`config.mk`:
```
export PLATFORM = sky130hd
export DESIGN_NAME = mdu_sequencer
export DESIGN_NICKNAME = d
export VERILOG_FILES = /design/src/rtl/mdu_sequencer.sv
export SDC_FILE = /design/constraint.sdc
export NUM_CORES = 1
export LEC_CHECK = 0
export BUFFER_PORTS_ARGS = -buffer_cell sky130_fd_sc_hd__buf_2
export CAP_MARGIN = 15
export CORE_MARGIN = 10
export CORE_UTILIZATION = 40
export DETAILED_ROUTE_END_ITERATION = 7
export GPL_ROUTABILITY_DRIVEN = 0
export GPL_TIMING_DRIVEN = 0
export SETUP_SLACK_MARGIN = 0.15
export SYNTH_ARGS = -nofsm -noshare
export SYNTH_HDL_FRONTEND = slang
export SYNTH_SLANG_ARGS = --single-unit
```
`constraint.sdc`:
```
create_clock -name clk -period 9.4 [get_ports clk]
set_clock_uncertainty 0.05 [all_clocks]
set_input_delay 1.88 -clock clk [delete_from_list [all_inputs] [get_ports clk]]
set_output_delay 1.88 -clock clk [all_outputs]
set_load 0.005 [all_outputs]
```
`src/rtl/mdu_sequencer.sv`:
```
// mdu_sequencer: multi-cycle MIPS mult/multu/div/divu unit owning HI/LO.
// Define MDU_DIV_EN to build the divide path; without it div ops pulse err.
module mdu_sequencer (
  input  logic        clk,
  input  logic        reset,
  input  logic        start,
  input  logic [1:0]  op,
  input  logic [31:0] A,
  input  logic [31:0] B,
  input  logic        hi_we,
  input  logic        lo_we,
  input  logic [31:0] wdata,
  output logic        busy,
  output logic        done,
  output logic        err,
  output logic [31:0] HI,
  output logic [31:0] LO
);

  typedef enum logic [2:0] {
    S_IDLE, S_PREP, S_RUN, S_FIX, S_DONE
  } state_t;

  state_t      state, state_nx;
  logic [4:0]  cnt;
  logic        sgn_q, neg_q;
  logic [31:0] a_q, b_q, mcand;
  logic [31:0] a_abs, b_abs;
  logic [64:0] acc, acc_nx;
  logic [32:0] add_a, add_b, sum;
  logic        add_c;
  logic [63:0] prod;
  logic        can_start, accept;
`ifdef MDU_DIV_EN
  logic        div_q, neg_r, b_zero;
  logic [31:0] quo, rem;
`endif

  assign can_start = (state == S_IDLE) ||
                     (state == S_DONE);
`ifdef MDU_DIV_EN
  assign accept = start & can_start;
`else
  assign accept = start & can_start & ~op[1];
`endif

  always_ff @(posedge clk or posedge reset) begin
    if (reset) state <= S_IDLE;
    else       state <= state_nx;
  end

  always_comb begin
    state_nx = state;
    busy     = 1'b0;
    done     = 1'b0;
    unique case (state)
      S_IDLE: if (accept) state_nx = S_PREP;
      S_PREP: begin
        busy     = 1'b1;
        state_nx = S_RUN;
      end
      S_RUN: begin
        busy = 1'b1;
        if (cnt == 5'd31) state_nx = S_FIX;
      end
      S_FIX: begin
        busy     = 1'b1;
        state_nx = S_DONE;
      end
      S_DONE: begin
        done     = 1'b1;
        state_nx = accept ? S_PREP : S_IDLE;
      end
      default: state_nx = S_IDLE;
    endcase
  end

  assign a_abs = (sgn_q && a_q[31]) ? -a_q : a_q;
  assign b_abs = (sgn_q && b_q[31]) ? -b_q : b_q;

  // One 33-bit adder: add for multiply, subtract for divide.
  always_comb begin
    add_a = acc[64:32];
    add_b = {1'b0, mcand};
    add_c = 1'b0;
`ifdef MDU_DIV_EN
    if (div_q) begin
      add_a = acc[63:31];
      add_b = ~{1'b0, mcand};
      add_c = 1'b1;
    end
`endif
  end

  assign sum = add_a + add_b + {32'd0, add_c};

  always_comb begin
    acc_nx = {1'b0, (acc[0] ? sum : acc[64:32]),
              acc[31:1]};
`ifdef MDU_DIV_EN
    if (div_q)
      acc_nx = sum[32] ? {acc[63:0], 1'b0}
                       : {sum, acc[30:0], 1'b1};
`endif
  end

  assign prod = neg_q ? -acc[63:0] : acc[63:0];
`ifdef MDU_DIV_EN
  assign quo = neg_q ? -acc[31:0] : acc[31:0];
  assign rem = neg_r ? -acc[63:32] : acc[63:32];
`endif

  always_ff @(posedge clk or posedge reset) begin
    if (reset) begin
      cnt   <= 5'd0;
      sgn_q <= 1'b0;
      neg_q <= 1'b0;
      a_q   <= 32'd0;
      b_q   <= 32'd0;
      mcand <= 32'd0;
      acc   <= 65'd0;
`ifdef MDU_DIV_EN
      div_q  <= 1'b0;
      neg_r  <= 1'b0;
      b_zero <= 1'b0;
`endif
    end else begin
      if (accept) begin
        sgn_q <= ~op[0];
        a_q   <= A;
        b_q   <= B;
`ifdef MDU_DIV_EN
        div_q <= op[1];
`endif
      end
      if (state == S_PREP) begin
        cnt   <= 5'd0;
        neg_q <= sgn_q & (a_q[31] ^ b_q[31]);
        mcand <= a_abs;
        acc   <= {33'd0, b_abs};
`ifdef MDU_DIV_EN
        neg_r  <= sgn_q & a_q[31];
        b_zero <= (b_q == 32'd0);
        if (div_q) begin
          mcand <= b_abs;
          acc   <= {33'd0, a_abs};
        end
`endif
      end
      if (state == S_RUN) begin
        cnt <= cnt + 5'd1;
        acc <= acc_nx;
      end
    end
  end

  always_ff @(posedge clk or posedge reset) begin
    if (reset) begin
      HI <= 32'd0;
      LO <= 32'd0;
    end else if (state == S_FIX) begin
      {HI, LO} <= prod;
`ifdef MDU_DIV_EN
      if (div_q) begin
        HI <= rem;
        LO <= quo;
        // Divide by zero reports the raw dividend.
        if (b_zero) begin
          HI <= a_q;
          LO <= '1;
        end
      end
`endif
    end else if (!busy) begin
      if (hi_we) HI <= wdata;
      if (lo_we) LO <= wdata;
    end
  end

`ifdef MDU_DIV_EN
  assign err = 1'b0;
`else
  always_ff @(posedge clk or posedge reset) begin
    if (reset) err <= 1'b0;
    else       err <= start & can_start & op[1];
  end
`endif

endmodule

```
==> impl_metrics.env, run 1 <==
export IMPL_synth_top_cell_by_area="dfrtp_1"
export IMPL_drcViolationCount=0
export IMPL_status="finished clean"
export IMPL_drt_iter0_drc=912
export IMPL_top_usage_layer="met2"
export IMPL_tightest_slew_ns=0.8418
export IMPL_p_clk_frac=0.194
export IMPL_n_antenna_cell=0
export IMPL_numPortBuffers=169
export IMPL_netlist_area_um2=14200
export IMPL_dieArea_um2=43430
export IMPL_power_switching_w=0.002671
export IMPL_synthCells=1546
export IMPL_dr_total_vias=12568
export IMPL_required_ns=7.47
export IMPL_vdd_drop_max_mv=0.1571
export IMPL_hold_path_class="reg2reg"
export IMPL_cts_setup_buffers=0
export IMPL_cts_root_buffer="clkbuf_16"
export IMPL_intPower_w=0.003434
export IMPL_slew_limit_headroom=0.4388
export IMPL_htree_levels=1
export IMPL_layout_drive_gt1_share=0.1698
export IMPL_ant_nets=0
export IMPL_cts_tree="built"
export IMPL_use_met3=0.02965
export IMPL_period_needed_ns=4.168
export IMPL_dp_cells=2171
export IMPL_maxSlewViolCount=0
export IMPL_fin_crit_sh=0.4434
export IMPL_grt_first_pass_wirelength_um=70320
export IMPL_crit_fanout=10
export IMPL_drt_first_pass_iters=6
export IMPL_whs_ns=0.4374
export IMPL_coreArea_um2=34800
export IMPL_ys_seq_area_frac=0.4142
export IMPL_p_leak_nw=7.232
export IMPL_synth_edf_count=0
export IMPL_finalSetupViolations=0
export IMPL_overflow=0
export IMPL_grt_antenna_before_repair=0
export IMPL_cts_hold_buf=0
export IMPL_vias_per_cell=5.656
export IMPL_synth_top_cells_by_area="dfrtp_1, o21ai_0, xnor2_1"
export IMPL_grt_max_degree=122
export IMPL_placedInstanceArea_um2=15650
export IMPL_async_flop_share=1.000
export IMPL_maxCapViolCount=0
export IMPL_synth_top_cell_area_share=0.4142
export IMPL_post_synth_num_cell_types=70
export IMPL_area_growth_pct=17.46
export IMPL_switching_share=0.4375
export IMPL_criticalPathCategory="reg2out"
export IMPL_gr_usage_met1=0.2790
export IMPL_clkTransAtPathRegs_ns=0.06
export IMPL_avgSynthCellArea_um2=9.183
export IMPL_hold_viol=0
export IMPL_rsz0062_at_grt="false"
export IMPL_power_share_sequential=0.330
export IMPL_dieHeight_um=208.4
export IMPL_clock_sinks=235
export IMPL_dp_hpwl_um=34700
export IMPL_crit_path_end_kind="output port"
export IMPL_grt_util_met2=0.3048
export IMPL_row_count=68
export IMPL_setup_tns_ns=0
export IMPL_finalInstanceArea_um2=16680
export IMPL_grt_usage=0.1959
export IMPL_fp_dieW_um=208.4
export IMPL_ys_ff_latch=235
export IMPL_fmax_mhz=239.9
export IMPL_powerDensity_nw_per_um2=366.1
export IMPL_yosys_warnings=0
export IMPL_insertion_delay_ns=0.58
export IMPL_pin_count=170
export IMPL_cts_buffers=28
export IMPL_layout_commonest_cell="dfrtp_1"
export IMPL_synthFlopType="dfrtp_1"
export IMPL_fin_cells=2222
export IMPL_total_power_w=0.006106
export IMPL_cts_resized=0
export IMPL_initial_core_util=0.4080
export IMPL_final_cell_mix="dfrtp_1, o21ai_0, buf_2"
export IMPL_clock_path_buffers=3
export IMPL_grt_pass1_vias=12538
export IMPL_routedWlPerCell_um=20.00
export IMPL_power_frac_comb=0.476
export IMPL_syn_num_nets=1687
export IMPL_nets=1887
export IMPL_start_kind="flip-flop"
export IMPL_arrival_ns=2.24
export IMPL_wl_um=44440
final timing paths:
kind	from	to	slack, ns	cells after the start
worst min-delay path	mcand[12]	mcand[12]	0.44	2
worst max register to register	acc[3]	HI[29]	6.08	9
max in group asynchronous	reset	acc[62]	6.77	3
worst min register to register	mcand[12]	mcand[12]	0.44	2
min in group asynchronous	reset	acc[47]	1.41	2
worst max-delay path	state[1]	done	5.23	5
metal layers:
layer,routed length [um],vias to the layer above,share of wire
li1,-,6034,-
met2,19610,413,0.44
met3,2723,60,0.061
met5,0,-,0
met1,21200,6061,0.48
met4,908,0,0.020
registers in the layout (all words and copies together), names as in the netlist:
| name | flops |
|---|---|
| acc | 64 |
| neg_q | 1 |
| cnt | 5 |
| sgn_q | 1 |
| b_q | 32 |
| state | 3 |
| err | 1 |
| LO | 32 |
| a_q | 32 |
| mcand | 32 |
| HI | 32 |
critical path, stage by stage, from the launching register on:
cell and delay [ns]:
dfrtp_1 0.32, clkbuf_1 0.26, clkbuf_1 0.41, clkbuf_1 0.41, nor3_1 0.10, buf_2 0.15
power by group through the flow:
stage	Sequential (W)	Clock [W]	Combinational, W
after floorplan	0.00184	0	0.00209
after global placement	0.00200	0	0.00284
after detailed placement	0.00202	0	0.00288
after CTS	0.00200	0.00120	0.00290
after global routing	0.00208	0.00125	0.00325
final	0.00202	0.00118	0.00291
Yosys cell counts, drive strengths merged, types with 24 or more instances:
master  instances
xnor2          80
inv            24
dfrtp         235
nor2           78
xor2           67
a211oi         27
mux2i          45
nand2         171
a21oi         103
and3           31
mux2           59
or3            24
clkbuf         84
o31ai          26
a22oi          41
o21ai         183
ha             37
layout make-up:
type	instances	area (um2)
fillers	3315	18120
plain buffers	104	415.4
well taps	455	569.3
clock inverters	16	251.5
repair buffers	170	873.3
inverters	25	101.3
clock buffers	35	777.0
multi-input cells	1182	7807
flip-flops and latches	235	5881
logic make-up after synthesis:
family,share of synthesized area
compound gates,0.2069
xor+xnor,0.09068
fa+ha+maj,0.03402
buf+inv,0.03587
flops,0.4142
mux,0.07852
simple gates,0.1398
through the flow:
stage	setup slack, ns	util
6_report	5.232	0.4792
3_3_place_gp	-1.836	0.4487
5_1_grt	5.027	0.4792
3_5_place_dp	5.687	0.4497
4_1_cts	5.227	0.4792
2_1_floorplan	1.024	-
Power figures use the tool's default switching activity.
==> run 2, diff against run 1 <==
--- a/config.mk
+++ b/config.mk
@@ -5,6 +5,7 @@
 export SDC_FILE = /design/constraint.sdc
 export NUM_CORES = 1
 export LEC_CHECK = 0
+export ABC_AREA = 1
 export BUFFER_PORTS_ARGS = -buffer_cell sky130_fd_sc_hd__buf_2
 export CAP_MARGIN = 15
 export CORE_MARGIN = 10
==> constraint.sdc (replaced) <==
create_clock -name clk -period 3.94 [get_ports clk]
set_clock_uncertainty 0.05 [all_clocks]
set_input_delay 0.788 -clock clk [delete_from_list [all_inputs] [get_ports clk]]
set_output_delay 0.788 -clock clk [all_outputs]
set_load 0.005 [all_outputs]
==> impl_metrics.env, run 2 <==
export IMPL_vias_per_cell=5.330
export IMPL_finalSetupViolations=0
export IMPL_pin_count=170
export IMPL_post_synth_num_cell_types=46
export IMPL_dp_hpwl_um=46870
export IMPL_hold_path_class="in2async"
export IMPL_fin_util=0.4747
export IMPL_ant_nets=0
export IMPL_drcViolationCount=0
export IMPL_synth_top_cells_by_area="dfrtp_1, nand2_1, nand3_1"
export IMPL_crit_fanout=10
export IMPL_numPortBuffers=169
export IMPL_layout_commonest_cell="nand2_1"
export IMPL_ys_ff_latch=235
export IMPL_fmax_mhz=282.9
export IMPL_initial_core_util=0.4073
export IMPL_avgSynthCellArea_um2=6.573
export IMPL_vdd_drop_max_mv=0.4416
export IMPL_grt_antenna_before_repair=0
export IMPL_status="finished clean"
export IMPL_synth_top_cell_by_area="dfrtp_1"
export IMPL_fillers=4005
export IMPL_coreArea_um2=38830
export IMPL_netlist_area_um2=15810
export IMPL_setup_ws_ns=0.4046
export IMPL_grt_pass1_vias=16113
export IMPL_maxSlewViolCount=0
export IMPL_dp_cells=3099
export IMPL_clock_sinks=235
export IMPL_drt_first_pass_iters=6
export IMPL_dieArea_um2=47890
export IMPL_wl_um=57820
export IMPL_grt_first_pass_wirelength_um=90110
export IMPL_crit_path_end_kind="flip-flop"
export IMPL_fin_cells=3153
export IMPL_cts_setup_buffers=0
export IMPL_drt_iter0_drc=1655
export IMPL_clock_path_buffers=3
export IMPL_ys_seq_area_frac=0.3719
export IMPL_nets=2753
export IMPL_rsz0062_at_grt="false"
export IMPL_layout_drive_gt1_share=0.1070
export IMPL_synth_common_cells="nand2_1, inv_1, nand3_1"
export IMPL_htree_levels=1
export IMPL_required_ns=4.39
export IMPL_dr_total_vias=16804
export IMPL_row_count=72
export IMPL_clkTransAtPathRegs_ns=0.07
export IMPL_grt_max_degree=42
export IMPL_largest_reg_flops=64
export IMPL_cts_hold_buf=0
export IMPL_total_power_w=0.01610
export IMPL_n_antenna_cell=0
export IMPL_cts_buffers=29
export IMPL_routedWlPerCell_um=18.34
export IMPL_cts_root_buffer="clkbuf_16"
export IMPL_yosys_warnings=0
export IMPL_yosysMostFrequentCell="nand2_1"
export IMPL_final_cell_mix="nand2_1, inv_1, nand3_1"
export IMPL_fp_dieW_um=218.8
export IMPL_start_kind="flip-flop"
export IMPL_dieHeight_um=218.8
export IMPL_powerDensity_nw_per_um2=873.2
export IMPL_maxCapViolCount=0
export IMPL_synth_top_cell_area_share=0.3719
export IMPL_synth_edf_count=0
export IMPL_tightest_slew_ns=0.8452
export IMPL_fin_crit_sh=0.8973
export IMPL_overflow=0
export IMPL_synthFlopType="dfrtp_1"
export IMPL_hold_viol=0
export IMPL_insertion_delay_ns=0.58
export IMPL_p_leak_nw=9.410
export IMPL_regMostFlops="acc"
export IMPL_pre_cts_ws_ns=0.5049
export IMPL_cts_tree="built"
export IMPL_syn_num_nets=2547
export IMPL_synthCells=2406
export IMPL_slew_limit_headroom=0.4306
export IMPL_area_growth_pct=16.56
export IMPL_cts_resized=0
export IMPL_period_needed_ns=3.535
export IMPL_criticalPathCategory="reg2reg"
export IMPL_grt_usage=0.2355
export IMPL_async_flop_share=1.000
export IMPL_arrival_ns=3.99
run 2: worst max-delay path: stages, from the launching register on:
cell	delay, ns
dfrtp_1	0.42
inv_2	0.11
clkbuf_1	0.40
clkbuf_1	0.57
ha_1	0.35
nand3_1	0.21
nor2_4	0.26
nand2_1	0.15
nor2_1	0.15
nand2_1	0.08
nand2_2	0.20
nand3_1	0.11
nand2_1	0.09
nand3_1	0.20
nand2_1	0.12
run 2: stage by stage:
stage,hold slack (ns),TNS (ns),area [um2]
2_1_floorplan,0.3902,0,15820
3_3_place_gp,0.4073,-342.87,17310
3_5_place_dp,0.4173,0,17430
4_1_cts,0.2385,0,18430
5_1_grt,0.2811,0,18430
6_report,0.2498,0,18430
run 2: path summary, 6_finish.rpt:
path,startpoint,end,slack (ns),depth (start not counted)
setup / recovery,acc[0],HI[16],0.40,14
setup reg to reg,acc[0],HI[16],0.40,14
max in group asynchronous,reset,b_q[5],2.45,5
hold reg to reg,cnt[3],cnt[3],0.42,1
hold / removal,reset,mcand[16],0.25,2
min in group clk,op[0],sgn_q,0.35,2
run 2: logic make-up (layout without fill, tap and decap cells):
kind of cell,count (synthesis),after routing,share of synthesized area
xor gates and xnor gates,29,29,0.01606
buffers and inverters,395,624,0.09684
adders and majority gates,38,38,0.03054
AOI/OAI and AO/OA,353,353,0.1294
and+or+nand+nor,1356,1356,0.3553
DFF,235,235,0.3719
run 2: area by class of cell:
type	count	area, um2	area share
multi-input cells	1776	8402	0.4558
flip-flops and latches	235	5881	0.3190
inverters	312	1177	0.06387
repair buffers	175	965.9	0.05240
clock buffers	33	780.7	0.04236
well taps	518	648.1	0.03516
plain buffers	83	357.8	0.01941
clock inverters	21	220.2	0.01195
run 2: where the power goes:
part	internal (W)	total, W	switching [W]
logic	0.00280	0.00853	0.00573
registers	0.00354	0.00478	0.00123
clock network	0.00163	0.00279	0.00115
total	0.00798	0.0161	0.00812
run 2: per-layer routing:
metal  vias up  global-route usage  part of all wire
met4         0             0.06596             0.027
li1       8200                   -                 -
met5         -                   0                 0
met3        91             0.03975             0.076
met2       656              0.3704              0.44
met1      7857              0.3270              0.46
